$ cat src/rtl/mul7_sched_pkg.sv
// Shared definitions for the MUL7 request scheduler.
//   sched_state_t : scheduler FSM states
//   MUL7_DATA_W   : operand width of the MUL7 serial detector
//   id_width()    : width of a requester index for n requesters
package mul7_sched_pkg;

    typedef enum logic [2:0] {
        IDLE,
        CLR,
        ISSUE,
        WAIT,
        RESP
    } sched_state_t;

    localparam int MUL7_DATA_W = 32;

    // A single requester still needs a 1-bit index field.
    function automatic int id_width(input int n);
        return (n > 1) ? $clog2(n) : 1;
    endfunction

endpackage

$ cat src/rtl/mul7_scheduler_rr_arbiter.sv
// Round-robin arbiter for the MUL7 scheduler.
//   req      in  N     : pending requests
//   last_id  in  ID_W  : most recently granted requester
//   en       in  1     : arbitration enable; grant is zero when low
//   grant    out N     : one-hot grant (zero when nothing is pending)
//   grant_id out ID_W  : index of the granted requester
module rr_arbiter
    import mul7_sched_pkg::*;
#(
    parameter int N = 4,
    localparam int ID_W = id_width(N)
) (
    input  logic [N-1:0]    req,
    input  logic [ID_W-1:0] last_id,
    input  logic            en,
    output logic [N-1:0]    grant,
    output logic [ID_W-1:0] grant_id
);

    logic            w_found;
    logic [ID_W-1:0] w_idx;

    // Search starts one past the last winner and wraps, so the previous
    // winner is the last candidate considered.
    always_comb begin
        // NOTE: every output of a combinational block gets a default first so
        // no path leaves it unassigned and no latch is inferred.
        grant    = '0;
        grant_id = '0;
        w_found  = 1'b0;
        w_idx    = '0;
        for (int k = 1; k <= N; k++) begin
            w_idx = ID_W'((int'(last_id) + k) % N);
            if (en && !w_found && req[w_idx]) begin
                grant[w_idx] = 1'b1;
                grant_id     = w_idx;
                w_found      = 1'b1;
            end
        end
    end

endmodule

$ cat src/rtl/mul7_scheduler.sv
// Shares one serial multiple-of-7 detector (MUL7) between N requesters.
// Each job: round-robin grant, one-cycle MUL7 reset, operand issue, wait for
// the result (or watchdog abort), one-cycle response to the owner.
//   clk, rst        : clock, synchronous active-high reset
//   req_valid/data  : per-requester job request and operand
//   req_ready       : one-hot grant, only in IDLE
//   resp_valid      : one-hot, one-cycle completion pulse to the owner
//   resp_res        : 1 = operand is a multiple of 7
//   resp_timeout    : job aborted by the watchdog (resp_res forced to 0)
//   resp_id         : owner index
//   busy            : high outside IDLE
//   m_rst/m_src/m_src_valid : drive MUL7
//   m_ready/m_res/m_res_valid : from MUL7
module mul7_scheduler
    import mul7_sched_pkg::*;
#(
    parameter int N       = 4,
    parameter int DATA_W  = MUL7_DATA_W,
    parameter int TIMEOUT = 64,
    localparam int ID_W   = id_width(N)
) (
    input  logic                clk,
    input  logic                rst,
    input  logic [N-1:0]        req_valid,
    input  logic [N*DATA_W-1:0] req_data,
    output logic [N-1:0]        req_ready,
    output logic [N-1:0]        resp_valid,
    output logic                resp_res,
    output logic                resp_timeout,
    output logic [ID_W-1:0]     resp_id,
    output logic                busy,
    output logic                m_rst,
    output logic [DATA_W-1:0]   m_src,
    output logic                m_src_valid,
    input  logic                m_ready,
    input  logic                m_res,
    input  logic                m_res_valid
);

    localparam int CNT_W = $clog2(TIMEOUT);
    localparam logic [CNT_W-1:0] WD_LIMIT = CNT_W'(TIMEOUT - 1);

    sched_state_t        r_state;
    sched_state_t        w_next;
    logic [ID_W-1:0]     r_last_id;
    logic [ID_W-1:0]     r_id;
    logic [DATA_W-1:0]   r_m_src;
    logic [CNT_W-1:0]    r_wd_cnt;
    logic [N-1:0]        r_resp_valid;
    logic                r_resp_res;
    logic                r_resp_timeout;
    logic [ID_W-1:0]     r_resp_id;

    logic [N-1:0]        w_grant;
    logic [ID_W-1:0]     w_grant_id;
    logic                w_arb_en;
    logic                w_hs;
    logic                w_wd_expired;

    // Grants are offered only in IDLE and never while reset is asserted.
    assign w_arb_en     = (r_state == IDLE) && !rst;
    assign w_hs         = |(req_valid & w_grant);
    assign w_wd_expired = (r_wd_cnt == WD_LIMIT);

    rr_arbiter #(.N(N)) u_arb (
        .req      (req_valid),
        .last_id  (r_last_id),
        .en       (w_arb_en),
        .grant    (w_grant),
        .grant_id (w_grant_id)
    );

    // State register.
    always_ff @(posedge clk) begin
        // NOTE: sequential state uses non-blocking assignments so every
        // register samples pre-edge values regardless of statement order.
        if (rst) r_state <= IDLE;
        else     r_state <= w_next;
    end

    // Next state and state-decoded outputs.
    always_comb begin
        w_next      = r_state;
        req_ready   = w_grant;
        m_rst       = rst || (r_state == CLR);
        m_src_valid = (r_state == ISSUE);
        busy        = (r_state != IDLE);
        case (r_state)
            IDLE:    if (w_hs) w_next = CLR;
            CLR:     w_next = ISSUE;
            ISSUE:   if (m_ready) w_next = WAIT;
            // A result arriving on the watchdog's last cycle still wins.
            WAIT:    if (m_res_valid || w_wd_expired) w_next = RESP;
            RESP:    w_next = IDLE;
            default: w_next = IDLE;
        endcase
    end

    // Operand/ID latch, watchdog counter and response registers.
    always_ff @(posedge clk) begin
        if (rst) begin
            r_last_id      <= ID_W'(N - 1);
            r_id           <= '0;
            r_m_src        <= '0;
            r_wd_cnt       <= '0;
            r_resp_valid   <= '0;
            r_resp_res     <= 1'b0;
            r_resp_timeout <= 1'b0;
            r_resp_id      <= '0;
        end else begin
            r_resp_valid <= '0;
            case (r_state)
                IDLE: begin
                    if (w_hs) begin
                        r_id      <= w_grant_id;
                        r_last_id <= w_grant_id;
                        r_m_src   <= req_data[int'(w_grant_id) * DATA_W +: DATA_W];
                    end
                end
                ISSUE: begin
                    if (m_ready) r_wd_cnt <= '0;
                end
                WAIT: begin
                    if (m_res_valid) begin
                        r_resp_valid   <= N'(1) << r_id;
                        r_resp_res     <= m_res;
                        r_resp_timeout <= 1'b0;
                        r_resp_id      <= r_id;
                    end else if (w_wd_expired) begin
                        r_resp_valid   <= N'(1) << r_id;
                        r_resp_res     <= 1'b0;
                        r_resp_timeout <= 1'b1;
                        r_resp_id      <= r_id;
                    end else begin
                        r_wd_cnt <= r_wd_cnt + CNT_W'(1);
                    end
                end
                default: ;
            endcase
        end
    end

    assign m_src        = r_m_src;
    assign resp_valid   = r_resp_valid;
    assign resp_res     = r_resp_res;
    assign resp_timeout = r_resp_timeout;
    assign resp_id      = r_resp_id;

endmodule

$ cat config.mk
export PLATFORM = sky130hd
export DESIGN_NAME = mul7_scheduler
export DESIGN_NICKNAME = d
export VERILOG_FILES = /design/src/rtl/mul7_sched_pkg.sv /design/src/rtl/mul7_scheduler_rr_arbiter.sv /design/src/rtl/mul7_scheduler.sv
export SDC_FILE = /design/constraint.sdc
export NUM_CORES = 1
export LEC_CHECK = 0
export CORE_MARGIN = 3
export CORE_UTILIZATION = 44
export CTS_CLUSTER_SIZE = 24
export DETAILED_ROUTE_END_ITERATION = 12
export GPL_TIMING_DRIVEN = 0
export PLACE_DENSITY_LB_ADDON = 0.2
export SLEW_MARGIN = 15
export SYNTH_ARGS = -nofsm -noshare
export SYNTH_HDL_FRONTEND = slang
export SYNTH_SLANG_ARGS = --single-unit
$ cat constraint.sdc
create_clock -name clk -period 8.4 [get_ports clk]
set_input_delay 1.68 -clock clk [delete_from_list [all_inputs] [get_ports clk]]
set_output_delay 1.68 -clock clk [all_outputs]
set_load 0.005 [all_outputs]
Word-level counts from Yosys, hierarchy flattened
Cells that the tools add are included.

cells by class
  reductions and logical operators = 28
  magnitude comparators = 8
  bitwise operators = 5
  mux-type cells = 43
  shift operators = 2
  equality and inequality tests = 9
  add/sub/neg operators = 5

operator list
  cell                                                                    number
  128-bit by 8-bit indexed part select with 32-bit output                 1
  4-bit 2-to-1 mux                                                        6
  6-bit 2-to-1 mux                                                        3
  1-bit 2-to-1 mux                                                        15
  1-bit logical AND                                                       12
  2-bit by 3-bit < comparator with 1-bit output (second input constant)   4
  2-bit 2-to-1 mux                                                        6
  4-bit bitwise OR                                                        3
  3-bit one-hot mux with 4 select lines                                   1
  6-bit one-hot mux with 2 select lines                                   1
  3-bit 2-to-1 mux                                                        3
  1-bit binary-select mux with 2-bit select                               4
  1-bit demux with 2-bit select                                           4
  2-bit by 1-bit >= comparator with 1-bit output (second input constant)  4
  2-bit != test (second input constant)                                   4
  6-bit by 1-bit adder with 6-bit output (second input constant)          1
  3-bit by 2-bit equality test with 1-bit output (second input constant)  2
  6-bit equality test (second input constant)                             1
  2-bit by 1-bit adder with 2-bit output (second input constant)          2
  2-bit adder (second input constant)                                     2
  4-bit bitwise AND                                                       1
  1-bit zero test                                                         4
  2-bit AND reduction                                                     2
  4-bit AND reduction                                                     1
  other kinds (11)                                                        13

storage, ports and cells
  word-level logic and storage cells = 109
  flip-flop bits (word level) = 53

Depth between registers and ports, before layout
Gate-level depths: netlist of the first run.

  word-level depth = 21
  mapped depth = 10
  depth with buffers taken out = 8

Cells and area by module
A second synthesis of the first run with hierarchy kept.

unflattened totals
  cells, all modules = 333
  area, all modules = 3,213.1 um2

by module, submodules not included
  module          sequential area each (um2)  cells an instance  times used  area each (um2)
  mul7_scheduler  1,061.0                     285                1           2,766.4
  rr_arbiter      0.0                         48                 1           446.7

Worst setup path after synthesis of the first run
No wires, ideal clock.

  path type = input to output
  from = input port req_valid[0]
  to = output port req_ready[0]
  stages = 5
  arrival time = 2.878 ns
  slack = 3.842 ns
  cell sequence = buf_2 > mux4_2 > nor2b_2 > a22oi_1 > o21ai_0

between the ends
  cells in the longest elaborated chain, start to end = 16
  elaborated cells on any way between the ends = 28
  those cells by class = 15 x mux; 3 x bitwise; 10 x reduce/logical

ends and longest elaborated chain
  element                                    RTL line                         text
  from (decl)                                mul7_scheduler.sv:24             input logic [N-1:0] req_valid,
  1-bit binary-select mux with 2-bit select  mul7_scheduler_rr_arbiter.sv:34  if (en && !w_found && req[w_idx]) begin
  1-bit 2-to-1 mux (implied by the code)     mul7_scheduler_rr_arbiter.sv:34
  1-bit logical AND                          mul7_scheduler_rr_arbiter.sv:34
  1-bit 2-to-1 mux                           mul7_scheduler_rr_arbiter.sv:34
  1-bit zero test                            mul7_scheduler_rr_arbiter.sv:34
  1-bit logical AND (2 in a row)             mul7_scheduler_rr_arbiter.sv:34
  1-bit 2-to-1 mux                           mul7_scheduler_rr_arbiter.sv:34
  1-bit zero test                            mul7_scheduler_rr_arbiter.sv:34
  1-bit logical AND (2 in a row)             mul7_scheduler_rr_arbiter.sv:34
  1-bit 2-to-1 mux                           mul7_scheduler_rr_arbiter.sv:34
  1-bit zero test                            mul7_scheduler_rr_arbiter.sv:34
  1-bit logical AND (2 in a row)             mul7_scheduler_rr_arbiter.sv:34
  4-bit 2-to-1 mux *                         mul7_scheduler_rr_arbiter.sv:34
  to (decl)                                  mul7_scheduler.sv:26             output logic [N-1:0] req_ready,

Mark *: on every way between the ends. The rest lies on a longest branch, timed or not. The select of a mux whose other input is x is not followed.

Worst setup path in the final report of the first run
  from = input port req_valid[0]
  to = output port req_ready[3]

The elaborated chain is that of the path after synthesis.

==> impl_metrics.py, run 1 <==
metrics = {
    "outcome": {
        "status": "finished, final reports clean",
    },
    "synth": {
        "yosysUniqueCellTypes": 54,
        "yosysWarnings": 0,
        "syn_nets": 464,
        "synth_area_leaders": "dfxtp_1 29%, mux4_2 22%, mux2_4 12%",
        "syn-cell-area_um2": 3650,
        "synth-async-reset-ratio_pct": 0,
        "synth_top_area_share_pct": 29.1,
        "synth-edff-count": 0,
        "yosysSeqAreaShare_pct": 29.1,
        "synthFlopType": "dfxtp_1",
        "ys_top_cells_by_count": "53 x dfxtp_1, 37 x nor2b_1, 36 x mux4_2",
        "synth_most_common_cell": "dfxtp_1",
        "synthCells": 318,
        "ys_seq_elements": 53,
        "yosys.area.top_type": "dfxtp_1",
        "syn-mean-instance-area_um2": 11.5,
    },
    "timing": {
        "min_period_ns": 5.66,
        "clock_skew_ns": 0.00852,
        "tns_ns": 0,
        "slew_viol_final": 0,
        "finalCritPeriodShare_pct": 67.3,
        "rsz0062_at_grt": "no",
        "slew-limit-headroom_pct": 65.1,
        "clock.fmax_ghz": 0.177,
        "worstMarginPinSlew_ns": 0.519,
        "setup_viol": 0,
        "hold_viol_final": 0,
    },
    "clocking": {
        "ctsHtreeMaxLevel": 2,
        "clk_latency_ns": 0.30,
        "cts_setup_buffers": 0,
        "cts_root_buf": "clkbuf_8",
        "cts-hold-fix-buffers": 0,
        "clk_pin_slew_worst_paths_ns": 0.09,
        "cts_tree": "done",
        "clk_path_buf_depth": 2,
        "cts-buffers-inserted": 5,
        "cts-resized-gates": 0,
        "clock_sinks": 53,
    },
    "worst_setup_path": {
        "cp_slowest_cell": "mux4_2",
        "r2r_cells": 10,
        "cp-end-kind": "primary output",
        "critPathKind": "primary input to primary output",
        "critPathRequiredTime_ns": 6.72,
        "crit_family": "buffers and inverters",
        "critPathMostFrequentCell": "clkdlybuf4s50_1",
        "path_buf_inv": 3,
        "crit-reg2reg-launch": "r_last_id[0]",
        "cp_cell_sequence": "clkdlybuf4s50_1, buf_2, mux4_2, nor2b_2, a22oi_1, o32ai_1, clkdlybuf4s50_1",
        "worstPathArrival_ns": 3.98,
        "critPathMaxStageDelay_ns": 0.57,
        "crit_fanout": 10,
        "reg2reg_slack_ns": 4.90,
        "r2r_end": "m_src[4]",
        "setup.worst_path.start_class": "primary input",
    },
    "hold_path": {
        "hold_class": "register to register",
        "min-delay-start": "resp_timeout",
        "holdPathEnd": "resp_timeout",
        "min_path_cells": 2,
    },
    "grt": {
        "grt_overflow_total": 0,
        "grt_pass1_wl_um": 17500,
        "grt_max_degree": 16,
        "grt_most_used_layer": "met2",
        "grt_use_met2_pct": 40.5,
        "grt_usage_pct": 23.0,
        "grt_use_met1_pct": 26.1,
        "grt_pass1_vias": 3526,
        "antenna_found_initial": 0,
        "grt_use_met3_pct": 6.78,
    },
    "final_layout": {
        "nFillCells": 582,
        "multiInputGateArea_um2": 2430,
        "area_delta_synth_final_pct": 55.5,
        "fin_nets": 652,
        "seq_area_um2": 1060,
        "fin_util_pct": 71.9,
        "n_antenna_cell": 0,
        "drive_gt1_share_pct": 19.7,
    },
    "flow_run": {
        "maxCapViolations": 0,
    },
    "floorplan": {
        "die_w_um": 97.0,
        "die-area_um2": 9420,
        "ios": 184,
        "start_util_pct": 46.2,
        "rows": 32,
        "core_region_area_um2": 7890,
        "die_h_um": 97.0,
    },
    "power_and_ir_drop": {
        "leakagePower_nw": 2.18,
        "pwr_density_cell_nw_per_um2": 261,
        "irDropWorstVdd_uv": 142,
    },
    "drt": {
        "routed_wl_um": 10600,
        "via_per_inst": 5.48,
        "drtPass1Iterations": 4,
        "drt_iter0_drc": 151,
        "wl_per_cell_um": 17.5,
        "vias": 3339,
        "ant_nets": 0,
        "drc": 0,
    },
    "placed_design": {
        "hpwl_um": 8880,
        "port_buffers": 181,
        "gp_congestion": 0.934,
    },
}
==> worst max-delay path by stage <==
stage	startpoint	cells past startpoint	slack (ns)	end
after floorplan	req_valid[0]	5	3.84	req_ready[0]
after detailed placement	req_valid[0]	7	2.76	req_ready[3]
after global placement	req_valid[0]	7	2.78	req_ready[2]
after global routing	req_valid[0]	7	2.57	req_ready[0]
after CTS	req_valid[0]	7	2.76	req_ready[3]
final	req_valid[0]	7	2.74	req_ready[3]
==> layout by cell type (no fill, tap or decap), types with 3 or more instances in the layout <==
| cell | instances |
|---|---|
| or3_1 | 3 |
| ha_1 | 9 |
| mux2i_1 | 5 |
| nand3_1 | 3 |
| mux2_4 | 29 |
| dfxtp_1 | 53 |
| a21o_1 | 3 |
| clkbuf_1 | 7 |
| buf_6 | 5 |
| clkdlybuf4s50_1 | 181 |
| nand3b_1 | 3 |
| a21oi_1 | 11 |
| and3_1 | 3 |
| clkbuf_8 | 5 |
| buf_2 | 9 |
| nor2_1 | 18 |
| inv_1 | 8 |
| xnor2_1 | 3 |
| o21ai_0 | 4 |
| nor2b_1 | 37 |
| a22oi_1 | 4 |
| mux4_2 | 36 |
| mux2_2 | 5 |
| nor3_1 | 6 |
| nand2_1 | 17 |
==> layer usage <==
| metal | wire length [um] | vias to the layer above | part of all wire, % |
|---|---|---|---|
| li1 | - | 1573 | - |
| met1 | 4080 | 1583 | 38 |
| met2 | 5350 | 156 | 50 |
| met3 | 833 | 27 | 7.8 |
| met4 | 364 | 0 | 3.4 |
| met5 | 0 | - | 0 |
==> cells by family (layout without fill, tap and decap cells) <==
logic type,after synthesis,after routing,share of synthesized area [%]
buffers and inverters,28,217,4.32
xor gates and xnor gates,3,3,0.721
and+or+nand+nor,104,104,16.5
muxes,75,75,37.1
adders and majority gates,9,9,3.09
AOI/OAI and AO/OA,46,46,9.19
DFF,53,53,29.1
==> through the flow <==
stage	worst slack, ns	power, mW	cells	instance area (um2)	hold slack [ns]
6_report	2.74	1.48	609	5670	0.477
5_1_grt	2.57	1.58	609	5670	0.505
4_1_cts	2.76	1.49	609	5670	0.478
3_5_place_dp	2.76	1.35	601	5590	0.465
3_3_place_gp	2.78	1.33	601	5590	0.456
2_1_floorplan	3.84	1.03	318	3650	0.440
==> power breakdown <==
part / switching (mW) / internal (mW)
Sequential: 0.0478 / 0.318
Clock: 0.0820 / 0.0592
Combinational: 0.381 / 0.591
==> cell type report <==
type	instances	area share, %
inverter	8	0.530
tap	102	2.25
clock inverter	1	0.132
buffer	20	2.25
clock buffer	7	1.35
multi-input combinational	237	42.8
timing repair buffer	181	32.0
sequential	53	18.7
==> tightest hold or removal path, stage by stage (launching register included) <==
cell and delay [ns]:
dfxtp_1 0.32, inv_1 0.05, a221oi_1 0.06
==> state kept, by name, indices dropped and copies added, names as in the netlist, 2 cells and up <==
name	count
r_state	3
resp_id	2
r_wd_cnt	6
m_src	32
resp_valid	4
r_last_id	2
r_id	2
No activity file was read; power rests on OpenSTA's default activity.
==> run 2, diff against run 1 <==
CORE_UTILIZATION = 37   (was 44)
clock period = 4.92 ns   (was 8.4 ns; I/O delays follow)
==> run 2 against run 1 <==
Compared with the run above: first-iteration DRC count fell by 13%; final cell count rose by 4.4%; cell area rose by 1.2%; clock skew fell by 0.0063 ns; clock-buffer cell count did not move; core utilization fell by 11 points; non-clock buffer count did not move; die area rose by 18%; flip-flop and latch count did not move; critical path depth did not move.
==> impl_metrics.py, run 2 (same netlist as run 1, synthesis figures left out) <==
metrics = {
    "outcome": {
        "status": "finished, final reports clean",
    },
    "drt": {
        "via_per_inst": 5.16,
        "drtPass1Iterations": 5,
        "vias": 3279,
        "wl_per_cell_um": 16.3,
        "ant_nets": 0,
        "drt_iter0_drc": 132,
        "drc": 0,
        "routed_wl_um": 10300,
    },
    "timing": {
        "worstMarginPinSlew_ns": 0.515,
        "rsz0062_at_grt": "no",
        "setup_viol": 0,
        "clock_skew_ns": 0.00227,
        "fin_ws_ns": 0.632,
        "finalCritPeriodShare_pct": 87.2,
        "tns_ns": 0,
        "min_period_ns": 4.29,
        "slew-limit-headroom_pct": 65.4,
        "hold_viol_final": 0,
        "clock.fmax_ghz": 0.233,
        "slew_viol_final": 0,
    },
    "power_and_ir_drop": {
        "leakagePower_nw": 2.20,
        "p_seq_share_pct": 24.1,
        "p_sw_uw": 853,
        "pwr_density_cell_nw_per_um2": 448,
        "clkPwrFrac_pct": 12.0,
        "internal_power_mw": 1.72,
        "swShare_pct": 33.2,
        "irDropWorstVdd_uv": 198,
        "comb_power_share_pct": 63.9,
    },
    "worst_setup_path": {
        "critPathRequiredTime_ns": 3.94,
        "cp-end-kind": "primary output",
        "path_buf_inv": 3,
        "cp_cell_sequence": "clkdlybuf4s50_1, buf_2, mux4_2, nor2b_2, a22oi_1, o32ai_1, clkdlybuf4s50_1",
        "setup.worst_path.start_class": "primary input",
        "crit-reg2reg-launch": "r_last_id[0]",
        "crit_fanout": 10,
        "crit_family": "buffers and inverters",
        "worstPathArrival_ns": 3.30,
        "critPathMaxStageDelay_ns": 0.56,
        "cp_slowest_cell": "mux4_2",
        "r2r_cells": 10,
        "r2r_end": "m_src[6]",
        "critPathMostFrequentCell": "clkdlybuf4s50_1",
        "reg2reg_slack_ns": 1.48,
        "critPathKind": "primary input to primary output",
    },
    "grt": {
        "grt_pass1_wl_um": 16800,
        "grt_usage_pct": 18.5,
        "grt_pass1_vias": 3446,
        "grt_max_degree": 16,
        "antenna_found_initial": 0,
        "grt_overflow_total": 0,
    },
    "clocking": {
        "clk_pin_slew_worst_paths_ns": 0.09,
        "clock_sinks": 53,
        "cts-buffers-inserted": 5,
        "cts_setup_buffers": 0,
        "cts_tree": "done",
        "ctsHtreeMaxLevel": 2,
        "cts-hold-fix-buffers": 0,
        "clk_latency_ns": 0.30,
        "cts-resized-gates": 0,
        "clk_path_buf_depth": 2,
        "cts_root_buf": "clkbuf_8",
    },
    "placed_design": {
        "post-place-ws_ns": 0.650,
        "port_buffers": 181,
        "gp_congestion": 0.835,
        "hpwl_um": 8560,
    },
    "final_layout": {
        "largest_register_ff_count": 32,
        "fin_nets": 652,
        "drive_gt1_share_pct": 19.9,
        "n_antenna_cell": 0,
        "fin_util_pct": 60.9,
        "area_delta_synth_final_pct": 57.3,
        "final_common_cell": "clkdlybuf4s50_1",
        "nFillCells": 810,
        "mostFrequentLayoutCells": "181 x clkdlybuf4s50_1, 53 x dfxtp_1, 37 x nor2b_1",
    },
    "hold_path": {
        "hold_class": "register to register",
        "min-delay-start": "resp_timeout",
        "min_path_cells": 2,
        "holdPathEnd": "resp_timeout",
    },
    "floorplan": {
        "rows": 35,
        "ios": 184,
        "die_w_um": 105,
        "start_util_pct": 38.7,
        "die_h_um": 105,
        "die-area_um2": 11100,
        "core_region_area_um2": 9420,
    },
    "flow_run": {
        "maxCapViolations": 0,
    },
}
-- run 2: cell count changes in the layout (fill, tap and decap cells not counted) --
cell / before / now
clkbuf_8: 5 / 6
bufinv_16: 0 / 1
clkbuf_1: 7 / 6
clkinvlp_4: 1 / 0
-- run 2: power groups by stage --
stage / registers (mW) / clock network (mW) / logic [mW]
2_1_floorplan: 0.624 / 0 / 1.14
6_report: 0.621 / 0.307 / 1.64
3_5_place_dp: 0.625 / 0 / 1.66
4_1_cts: 0.622 / 0.314 / 1.67
3_3_place_gp: 0.626 / 0 / 1.64
5_1_grt: 0.640 / 0.332 / 1.78
-- run 2: final cells by class --
type                    count  area (um2)  area share [%]
multi-input cells         237        2430            42.3
repair buffers            181        1810            31.6
flip-flops and latches     53        1060            18.5
well taps                 129         161            2.81
plain buffers              20         128            2.22
clock buffers               7        86.3            1.50
clock inverters             1        30.0           0.523
inverters                   8        30.0           0.523
-- run 2: how the worst max path moves through the flow --
stage	from	endpoint	slack, ns	cells past startpoint
after floorplan	req_valid[0]	req_ready[0]	1.75	5
after global placement	req_valid[0]	req_ready[3]	0.67	7
after detailed placement	req_valid[0]	req_ready[2]	0.65	7
after CTS	req_valid[0]	req_ready[2]	0.65	7
after global routing	r_last_id[0]	req_ready[2]	0.47	8
final	req_valid[0]	req_ready[3]	0.63	7
-- run 2: stage by stage --
stage / power [mW] / instance area, um2 / hold WS [ns] / std cells
floorplan: 1.76 / 3650 / 0.440 / 318
global placement: 2.27 / 5620 / 0.461 / 628
detailed placement: 2.29 / 5620 / 0.459 / 628
CTS: 2.60 / 5740 / 0.473 / 636
global route: 2.75 / 5740 / 0.498 / 636
finish: 2.57 / 5740 / 0.472 / 636
-- run 2: routing by layer --
metal  routed length, um  up-vias  global-route usage (%)
met5                   0        -                       0
met4                 198        0                    5.62
met3                 791       14                    5.33
met2                5360      132                    33.8
met1                3980     1557                    20.7
li1                    -     1576                       -
-- run 2: worst register-to-register path, cell delays in order (launching register included) --
cell and delay (ns):
dfxtp_1 0.58, buf_6 0.20, inv_1 0.11, ha_1 0.43, mux4_2 0.43, a31o_2 0.25, a21oi_1 0.25, a31o_4 0.19
buf_2 0.27, mux4_2 0.36, mux2_4 0.27
==> run 3, diff against run 2 <==
SKIP_LAST_GASP = 1   (was unset)
==> results of run 3 <==
No change in the layout: final DEF, timing and power equal those of run 2.
